File: src/rtl/secuenciador_alu_pkg.sv
// Shared constants for the ALU program sequencer: opcodes, ALU select codes and FSM states.
// Imported by the interface, the decoder and the top-level FSM.
package secuenciador_pkg;

    localparam logic [3:0] OP_NOP  = 4'h0;
    localparam logic [3:0] OP_LIT  = 4'h1;
    localparam logic [3:0] OP_ADD  = 4'h2;
    localparam logic [3:0] OP_SUB  = 4'h3;
    localparam logic [3:0] OP_NAND = 4'h4;
    localparam logic [3:0] OP_OUT  = 4'h5;
    localparam logic [3:0] OP_JZ   = 4'h6;
    localparam logic [3:0] OP_JC   = 4'h7;
    localparam logic [3:0] OP_JMP  = 4'h8;
    localparam logic [3:0] OP_HALT = 4'hF;

    localparam logic [2:0] ALU_PASS_ACC = 3'b000;
    localparam logic [2:0] ALU_SUB      = 3'b001;
    localparam logic [2:0] ALU_PASS_BUS = 3'b010;
    localparam logic [2:0] ALU_ADD      = 3'b011;
    localparam logic [2:0] ALU_NAND     = 3'b100;

    typedef logic [2:0] estado_t;

    localparam estado_t ST_IDLE  = 3'd0;
    localparam estado_t ST_FETCH = 3'd1;
    localparam estado_t ST_EXEC  = 3'd2;
    localparam estado_t ST_WRITE = 3'd3;
    localparam estado_t ST_HALT  = 3'd4;

    function automatic logic [3:0] opcode_of(input logic [7:0] ins);
        return ins[7:4];
    endfunction

endpackage

File: src/rtl/secuenciador_alu_if.sv
// Bundle of program-memory, flag and datapath-control signals between the sequencer
// (master) and the memory/datapath side (slave).
interface secuenciador_alu_if #(
    parameter int PC_WIDTH = 4
);

    logic                start;
    logic [7:0]          instr;
    logic                c_alu;
    logic                z_alu;
    logic [PC_WIDTH-1:0] pc;
    logic [3:0]          operand;
    logic                control_1;
    logic                control_2;
    logic [2:0]          configuracion_alu;
    logic                enable_acumulador;
    logic                almacen;
    logic                busy;
    logic                done;

    modport master (
        input  start, instr, c_alu, z_alu,
        output pc, operand, control_1, control_2, configuracion_alu,
               enable_acumulador, almacen, busy, done
    );

    modport slave (
        output start, instr, c_alu, z_alu,
        input  pc, operand, control_1, control_2, configuracion_alu,
               enable_acumulador, almacen, busy, done
    );

endinterface

File: src/rtl/secuenciador_alu_decodificador.sv
// Combinational opcode decoder: maps the IR opcode to ALU select, bus driver enables
// and the two sequencing hints (needs a WRITE cycle, is a branch).
module decodificador_instr
    import secuenciador_pkg::*;
(
    input  logic [3:0] opcode_i,
    output logic [2:0] configuracion_alu_o,
    output logic       control_1_o,
    output logic       control_2_o,
    output logic       needs_write_o,
    output logic       is_branch_o
);

    always_comb begin
        configuracion_alu_o = ALU_PASS_ACC;
        control_1_o         = 1'b0;
        control_2_o         = 1'b0;
        needs_write_o       = 1'b0;
        is_branch_o         = 1'b0;
        case (opcode_i)
            OP_LIT: begin
                configuracion_alu_o = ALU_PASS_BUS;
                control_1_o         = 1'b1;
                needs_write_o       = 1'b1;
            end
            OP_ADD: begin
                configuracion_alu_o = ALU_ADD;
                control_1_o         = 1'b1;
                needs_write_o       = 1'b1;
            end
            OP_SUB: begin
                configuracion_alu_o = ALU_SUB;
                control_1_o         = 1'b1;
                needs_write_o       = 1'b1;
            end
            OP_NAND: begin
                configuracion_alu_o = ALU_NAND;
                control_1_o         = 1'b1;
                needs_write_o       = 1'b1;
            end
            OP_OUT: begin
                configuracion_alu_o = ALU_PASS_ACC;
                control_2_o         = 1'b1;
            end
            OP_JZ, OP_JC, OP_JMP: is_branch_o = 1'b1;
            // NOP, HALT and the undefined opcodes 9-E assert nothing here.
            OP_NOP, OP_HALT: ;
            default: ;
        endcase
    end

endmodule

File: src/rtl/secuenciador_alu.sv
// Program sequencer for the 4-bit ALU/accumulator datapath: FETCH/EXEC/WRITE FSM,
// program counter, instruction register and busy/done status.
module secuenciador_alu
    import secuenciador_pkg::*;
#(
    parameter int PC_WIDTH = 4
) (
    input logic                clk,
    input logic                reset,
    secuenciador_alu_if.master bus
);

    localparam logic [PC_WIDTH-1:0] PC_ONE = PC_WIDTH'(1);

    logic                rst_sync_q;
    estado_t             state_q, state_d;
    logic [PC_WIDTH-1:0] pc_q, pc_d;
    logic [7:0]          ir_q, ir_d;
    logic                busy_q, busy_d;
    logic                done_q, done_d;

    logic [3:0]          op_ir;
    logic [2:0]          dec_cfg;
    logic                dec_c1, dec_c2, dec_wr, dec_br;
    logic                take_branch;
    logic                in_exec, in_write, active;

    // Branch targets are the 4-bit immediate, zero-extended or truncated to the PC width.
    function automatic logic [PC_WIDTH-1:0] jump_target(input logic [3:0] imm);
        logic [PC_WIDTH-1:0] t;
        t = '0;
        for (int i = 0; i < PC_WIDTH && i < 4; i++) t[i] = imm[i];
        return t;
    endfunction

    // Assertion is immediate; release reaches the FSM one clock later.
    always_ff @(posedge clk or negedge reset) begin
        if (!reset) rst_sync_q <= 1'b0;
        else        rst_sync_q <= 1'b1;
    end

    assign op_ir = opcode_of(ir_q);

    decodificador_instr u_dec (
        .opcode_i            (op_ir),
        .configuracion_alu_o (dec_cfg),
        .control_1_o         (dec_c1),
        .control_2_o         (dec_c2),
        .needs_write_o       (dec_wr),
        .is_branch_o         (dec_br)
    );

    always_comb begin
        take_branch = 1'b0;
        if (dec_br) begin
            case (op_ir)
                OP_JZ:   take_branch = bus.z_alu;
                OP_JC:   take_branch = bus.c_alu;
                default: take_branch = 1'b1;
            endcase
        end
    end

    always_comb begin
        state_d = state_q;
        pc_d    = pc_q;
        ir_d    = ir_q;
        busy_d  = busy_q;
        done_d  = done_q;
        case (state_q)
            ST_IDLE, ST_HALT: begin
                if (bus.start) begin
                    state_d = ST_FETCH;
                    pc_d    = '0;
                    busy_d  = 1'b1;
                    done_d  = 1'b0;
                end
            end
            ST_FETCH: begin
                ir_d    = bus.instr;
                state_d = ST_EXEC;
                // Status flips as HALT enters the IR so done is visible during its EXEC cycle.
                if (opcode_of(bus.instr) == OP_HALT) begin
                    busy_d = 1'b0;
                    done_d = 1'b1;
                end
            end
            ST_EXEC: begin
                if (dec_wr) begin
                    state_d = ST_WRITE;
                end else if (op_ir == OP_HALT) begin
                    state_d = ST_HALT;
                end else begin
                    state_d = ST_FETCH;
                    pc_d    = take_branch ? jump_target(ir_q[3:0]) : pc_q + PC_ONE;
                end
            end
            ST_WRITE: begin
                state_d = ST_FETCH;
                pc_d    = pc_q + PC_ONE;
            end
            default: state_d = ST_IDLE;
        endcase
    end

    always_ff @(posedge clk or negedge rst_sync_q) begin
        if (!rst_sync_q) begin
            state_q <= ST_IDLE;
            pc_q    <= '0;
            ir_q    <= 8'h00;
            busy_q  <= 1'b0;
            done_q  <= 1'b0;
        end else begin
            state_q <= state_d;
            pc_q    <= pc_d;
            ir_q    <= ir_d;
            busy_q  <= busy_d;
            done_q  <= done_d;
        end
    end

    // Controls come only from registered state and IR, and are forced low outside EXEC/WRITE.
    assign in_exec  = (state_q == ST_EXEC);
    assign in_write = (state_q == ST_WRITE);
    assign active   = in_exec | in_write;

    assign bus.control_1         = active & dec_c1;
    assign bus.control_2         = in_exec & dec_c2;
    assign bus.configuracion_alu = active ? dec_cfg : 3'b000;
    assign bus.operand           = (active & dec_c1) ? ir_q[3:0] : 4'd0;
    assign bus.enable_acumulador = in_write | (in_exec & dec_c2);
    assign bus.almacen           = in_write;
    assign bus.pc                = pc_q;
    assign bus.busy              = busy_q;
    assign bus.done              = done_q;

endmodule
File: src/flat_wrapper.sv
// flat-port wrapper written by rule: the top's interface ports become plain ports
module secuenciador_alu_flat import secuenciador_pkg::*;
#(
    parameter int PC_WIDTH = 4
)
  (clk, reset, bus_start, bus_instr, bus_c_alu, bus_z_alu, bus_pc, bus_operand, bus_control_1, bus_control_2, bus_configuracion_alu, bus_enable_acumulador, bus_almacen, bus_busy, bus_done);
  secuenciador_alu_if #(.PC_WIDTH(PC_WIDTH)) bus_i ();
  input logic clk;
  input logic reset;
  input wire logic [$bits(bus_i.start)-1:0] bus_start;
  input wire logic [$bits(bus_i.instr)-1:0] bus_instr;
  input wire logic [$bits(bus_i.c_alu)-1:0] bus_c_alu;
  input wire logic [$bits(bus_i.z_alu)-1:0] bus_z_alu;
  output wire logic [$bits(bus_i.pc)-1:0] bus_pc;
  output wire logic [$bits(bus_i.operand)-1:0] bus_operand;
  output wire logic [$bits(bus_i.control_1)-1:0] bus_control_1;
  output wire logic [$bits(bus_i.control_2)-1:0] bus_control_2;
  output wire logic [$bits(bus_i.configuracion_alu)-1:0] bus_configuracion_alu;
  output wire logic [$bits(bus_i.enable_acumulador)-1:0] bus_enable_acumulador;
  output wire logic [$bits(bus_i.almacen)-1:0] bus_almacen;
  output wire logic [$bits(bus_i.busy)-1:0] bus_busy;
  output wire logic [$bits(bus_i.done)-1:0] bus_done;
  assign bus_i.start = bus_start;
  assign bus_i.instr = bus_instr;
  assign bus_i.c_alu = bus_c_alu;
  assign bus_i.z_alu = bus_z_alu;
  assign bus_pc = bus_i.pc;
  assign bus_operand = bus_i.operand;
  assign bus_control_1 = bus_i.control_1;
  assign bus_control_2 = bus_i.control_2;
  assign bus_configuracion_alu = bus_i.configuracion_alu;
  assign bus_enable_acumulador = bus_i.enable_acumulador;
  assign bus_almacen = bus_i.almacen;
  assign bus_busy = bus_i.busy;
  assign bus_done = bus_i.done;
  secuenciador_alu #(.PC_WIDTH(PC_WIDTH)) u_core (.clk(clk), .reset(reset), .bus(bus_i));
endmodule
File: config.mk
export PLATFORM = sky130hd
export DESIGN_NAME = secuenciador_alu_flat
export DESIGN_NICKNAME = d
export VERILOG_FILES = /design/src/rtl/secuenciador_alu_pkg.sv /design/src/rtl/secuenciador_alu_if.sv /design/src/rtl/secuenciador_alu_decodificador.sv /design/src/rtl/secuenciador_alu.sv /design/src/flat_wrapper.sv
export SDC_FILE = /design/constraint.sdc
export NUM_CORES = 1
export LEC_CHECK = 0
export CAP_MARGIN = 20
export CORE_MARGIN = 5
export CORE_UTILIZATION = 42
export CTS_CLUSTER_SIZE = 10
export DETAILED_ROUTE_END_ITERATION = 10
export PLACE_DENSITY = 0.77
export SETUP_SLACK_MARGIN = 0.5
export SLEW_MARGIN = 20
export SYNTH_ARGS = -nofsm -noshare
export SYNTH_HDL_FRONTEND = slang
export SYNTH_HIERARCHICAL = 1
export SYNTH_SLANG_ARGS = --single-unit
File: constraint.sdc
create_clock -name clk -period 1.6 [get_ports clk]
set_input_delay 0.4 -clock clk [delete_from_list [all_inputs] [get_ports clk]]
set_output_delay 0.4 -clock clk [all_outputs]
set_load 0.005 [all_outputs]
==> run_results.csv <==
group,metric,value,unit
timing,finalSetupViolCount,15,
drt,vias,1155,
global_routing,grt_max_degree,18,
timing,fin_tns_setup,-4540,ps
global_routing,grt_antenna_before_repair,0,
synth,async_reset_ff_frac,1.00,
die,num_io_pins,30,
worst_setup_path,worst_setup_path_start_kind,"flip-flop",
finish,areaGrowthSynthToFinish,77.2,%
drt,drtIter0Drc,17,
worst_setup_path,critPathCaptureType,"primary output",
synth,syn_nets,117,
die,dieArea,3640,µm²
global_routing,use_met3,0.0562,
min_path,hp-class,"in2async",
die,floorplan.initialDensity,0.433,
synth,ys_seq_area_frac,0.424,
synth,yosys_warnings,6,
drt,first_pass_iters,4,
die,num_rows,18,
placed_design,dp_cells,183,
power_and_ir_drop,finalPower,3.85,mW
timing,rsz0062_at_grt,"yes",
clock_tree,htree_levels,1,
timing,relSlewSlack,0.508,
timing,max_freq,483,MHz
placed_design,dp_hpwl,2100,µm
run_status,violations,"setup timing",
power_and_ir_drop,vdd_ir_drop_max,1480,µV
worst_setup_path,arrival,1670,ps
timing,post-route-period-util,1.29,
run_status,status,"complete, but fails checks",
timing,slew_viol_final,0,
timing,fin_ws,-471,ps
drt,drcViolationCount,0,
timing,skew,8.61,ps
drt,via_per_inst,5.55,
clock_tree,clock_sinks,18,
synth,synthCells,103,
finish,stdcell_count,208,
clock_tree,clkLatencyLatePin,310,ps
finish,drive_gt1_frac,0.562,
synth,synthFlopType,"dfrtp_1",
die,coreArea,2450,µm²
drt,postRouteWirelength,3630,µm
global_routing,track_usage,0.219,
synth,synth_area_per_cell,10.3,µm²
clock_tree,root_buffer,"clkbuf_4",
finish,n_antenna_cell,0,
timing,tightest_slew,738,ps
timing,finalHoldViolCount,0,
drt,wl_per_cell,17.4,µm
worst_setup_path,required,1200,ps
clock_tree,path_clk_slew,100,ps
power_and_ir_drop,p_leak,0.936,nW
global_routing,grt_pass1_wl,5810,µm
global_routing,use_met1,0.265,
synth,ys_seq_elements,18,
worst_setup_path,crit_fanout,6,
timing,fin_hold_ws,217,ps
power_and_ir_drop,power.density,2040,nW/µm²
placed_design,io_buffers,29,
job,cap_violations,0,
drt,ant_nets,0,
die,die_w,60.3,µm
global_routing,busiest_layer,"met2",
synth,syn_area,1060,µm²
die,die_h,60.3,µm
clock_tree,cts_buffers,3,
global_routing,use_met2,0.375,
timing,final.min_clock_period,2070,ps
synth,synth-edff-count,0,
finish,fin_util,0.768,
worst_setup_path,worst-setup-path-type,"reg2out",
clock_tree,cts.path.max_buffers,2,
finish,nNetsFinal,193,
clock_tree,cts_tree,"built",
synth,ys_types,41,
global_routing,grt_pass1_vias,1195,
placed_design,place_congestion,0.807,
global_routing,grt_overflow_total,0,
-- layout by cell type, fill, tap and decap left out, types with 2 or more instances in the layout --
cell	count
nor3_4	3
and2_1	4
o21ai_1	2
and3_4	2
nand2b_1	2
nand4_1	2
a21o_1	2
o21a_1	3
buf_2	16
dfrtp_2	3
clkbuf_4	3
clkdlybuf4s50_1	12
nand3_1	4
and3_1	3
o221ai_1	2
mux2i_1	3
buf_4	31
buf_6	16
nor3_2	2
mux2_4	8
dfrtp_1	15
nand3b_1	4
nor2_1	3
inv_1	3
nand2_1	4
-- synthesized netlist by cell type (all sizes together) (2+ instances only) --
master  count  area (µm²)
and3        5        31.3
nand2b      3        18.8
nand3b      4        30.0
buf         3        23.8
dfrtp      18         450
nor2b       2        12.5
nor3b       2        15.0
nand2       5        18.8
nand3       4        20.0
inv         3        11.3
o21a        3        22.5
mux2i       3        30.0
a21o        2        15.0
nor2        4        17.5
o221ai      2        17.5
nor3        6        30.0
and2        4        25.0
mux2        9         101
a21oi       2        10.0
o21ai       2        10.0
nand4       2        12.5
-- kinds of logic after synthesis --
| family | count (synthesis) | share of synthesized area |
|---|---|---|
| other | 1 | 0.00353 |
| buffers and inverters | 7 | 0.0365 |
| AOI/OAI and AO/OA | 17 | 0.132 |
| xor gates and xnor gates | 1 | 0.00824 |
| DFF | 18 | 0.424 |
| and+or+nand+nor | 46 | 0.261 |
| muxes | 12 | 0.124 |
| adders and majority gates | 1 | 0.0118 |
-- metal layers --
metal	vias to the layer above	wire length [µm]	share of wire
li1	533	-	-
met1	580	1510	0.42
met2	34	1880	0.52
met3	8	153	0.042
met4	0	89	0.025
met5	-	0	0
-- report_power, final --
| group | internal (mW) | switching [mW] | total, mW |
|---|---|---|---|
| combinational | 1.57 | 1.12 | 2.69 |
| sequential | 0.648 | 0.208 | 0.856 |
| clock | 0.139 | 0.161 | 0.300 |
-- path summary, 6_finish.rpt --
path	startpoint	to	slack, ps	cells after the start
worst min-delay path	reset	u_core/rst_sync_q$_DFF_PN0_	220	1
worst min register to register	u_core/rst_sync_q$_DFF_PN0_	u_core/ir_q[2]$_DFFE_PN0P_	300	0
worst max-delay path	u_core/ir_q[5]$_DFFE_PN0P_	bus_operand[3]	-470	5
max in group asynchronous	u_core/rst_sync_q$_DFF_PN0_	u_core/ir_q[4]$_DFFE_PN0P_	780	0
min in group clk	u_core/bus.done$_DFFE_PN0P_	u_core/bus.done$_DFFE_PN0P_	490	1
worst max register to register	u_core/ir_q[4]$_DFFE_PN0P_	u_core/bus.pc[0]$_DFFE_PN0P_	-360	9
-- critical path, stage by stage, from the launching register on --
cell and delay, ps:
dfrtp_1 440, o21a_1 230, nor3_4 240, buf_4 180
and3_4 170, buf_2 110
-- cell type report --
class / count / area (µm²)
sequential: 18 / 454
timing repair buffer: 75 / 613
multi-input combinational: 78 / 732
tap: 30 / 37.5
clock buffer: 4 / 36.3
inverter: 3 / 11.3
fill: 160 / 571
-- metrics by stage --
| step | instance area, µm² | worst slack, ps |
|---|---|---|
| 4_1_cts | 1840 | -393 |
| 3_3_place_gp | 1610 | -377 |
| 3_5_place_dp | 1610 | -435 |
| 2_1_floorplan | 1130 | -161 |
| 5_1_grt | 1880 | -504 |
| 6_report | 1880 | -471 |
-- state kept, by name, summed over array words and instances, names as in the netlist --
register / flops
u_core/bus.done: 1
u_core/state_q: 3
u_core/ir_q: 8
u_core/bus.busy: 1
u_core/bus.pc: 4
u_core/rst_sync_q: 1
-- repair_timing --
| item | 4_1_cts | 5_1_grt |
|---|---|---|
| hold buffers | 0 | 0 |
| endpoints found under the setup margin | 34 | 34 |
| resized for setup | 102 | 5 |
| setup buffers | 18 | 3 |
| gates cloned | 0 | 0 |
| pin swaps | 22 | 6 |
Power figures use the tool's default switching activity.
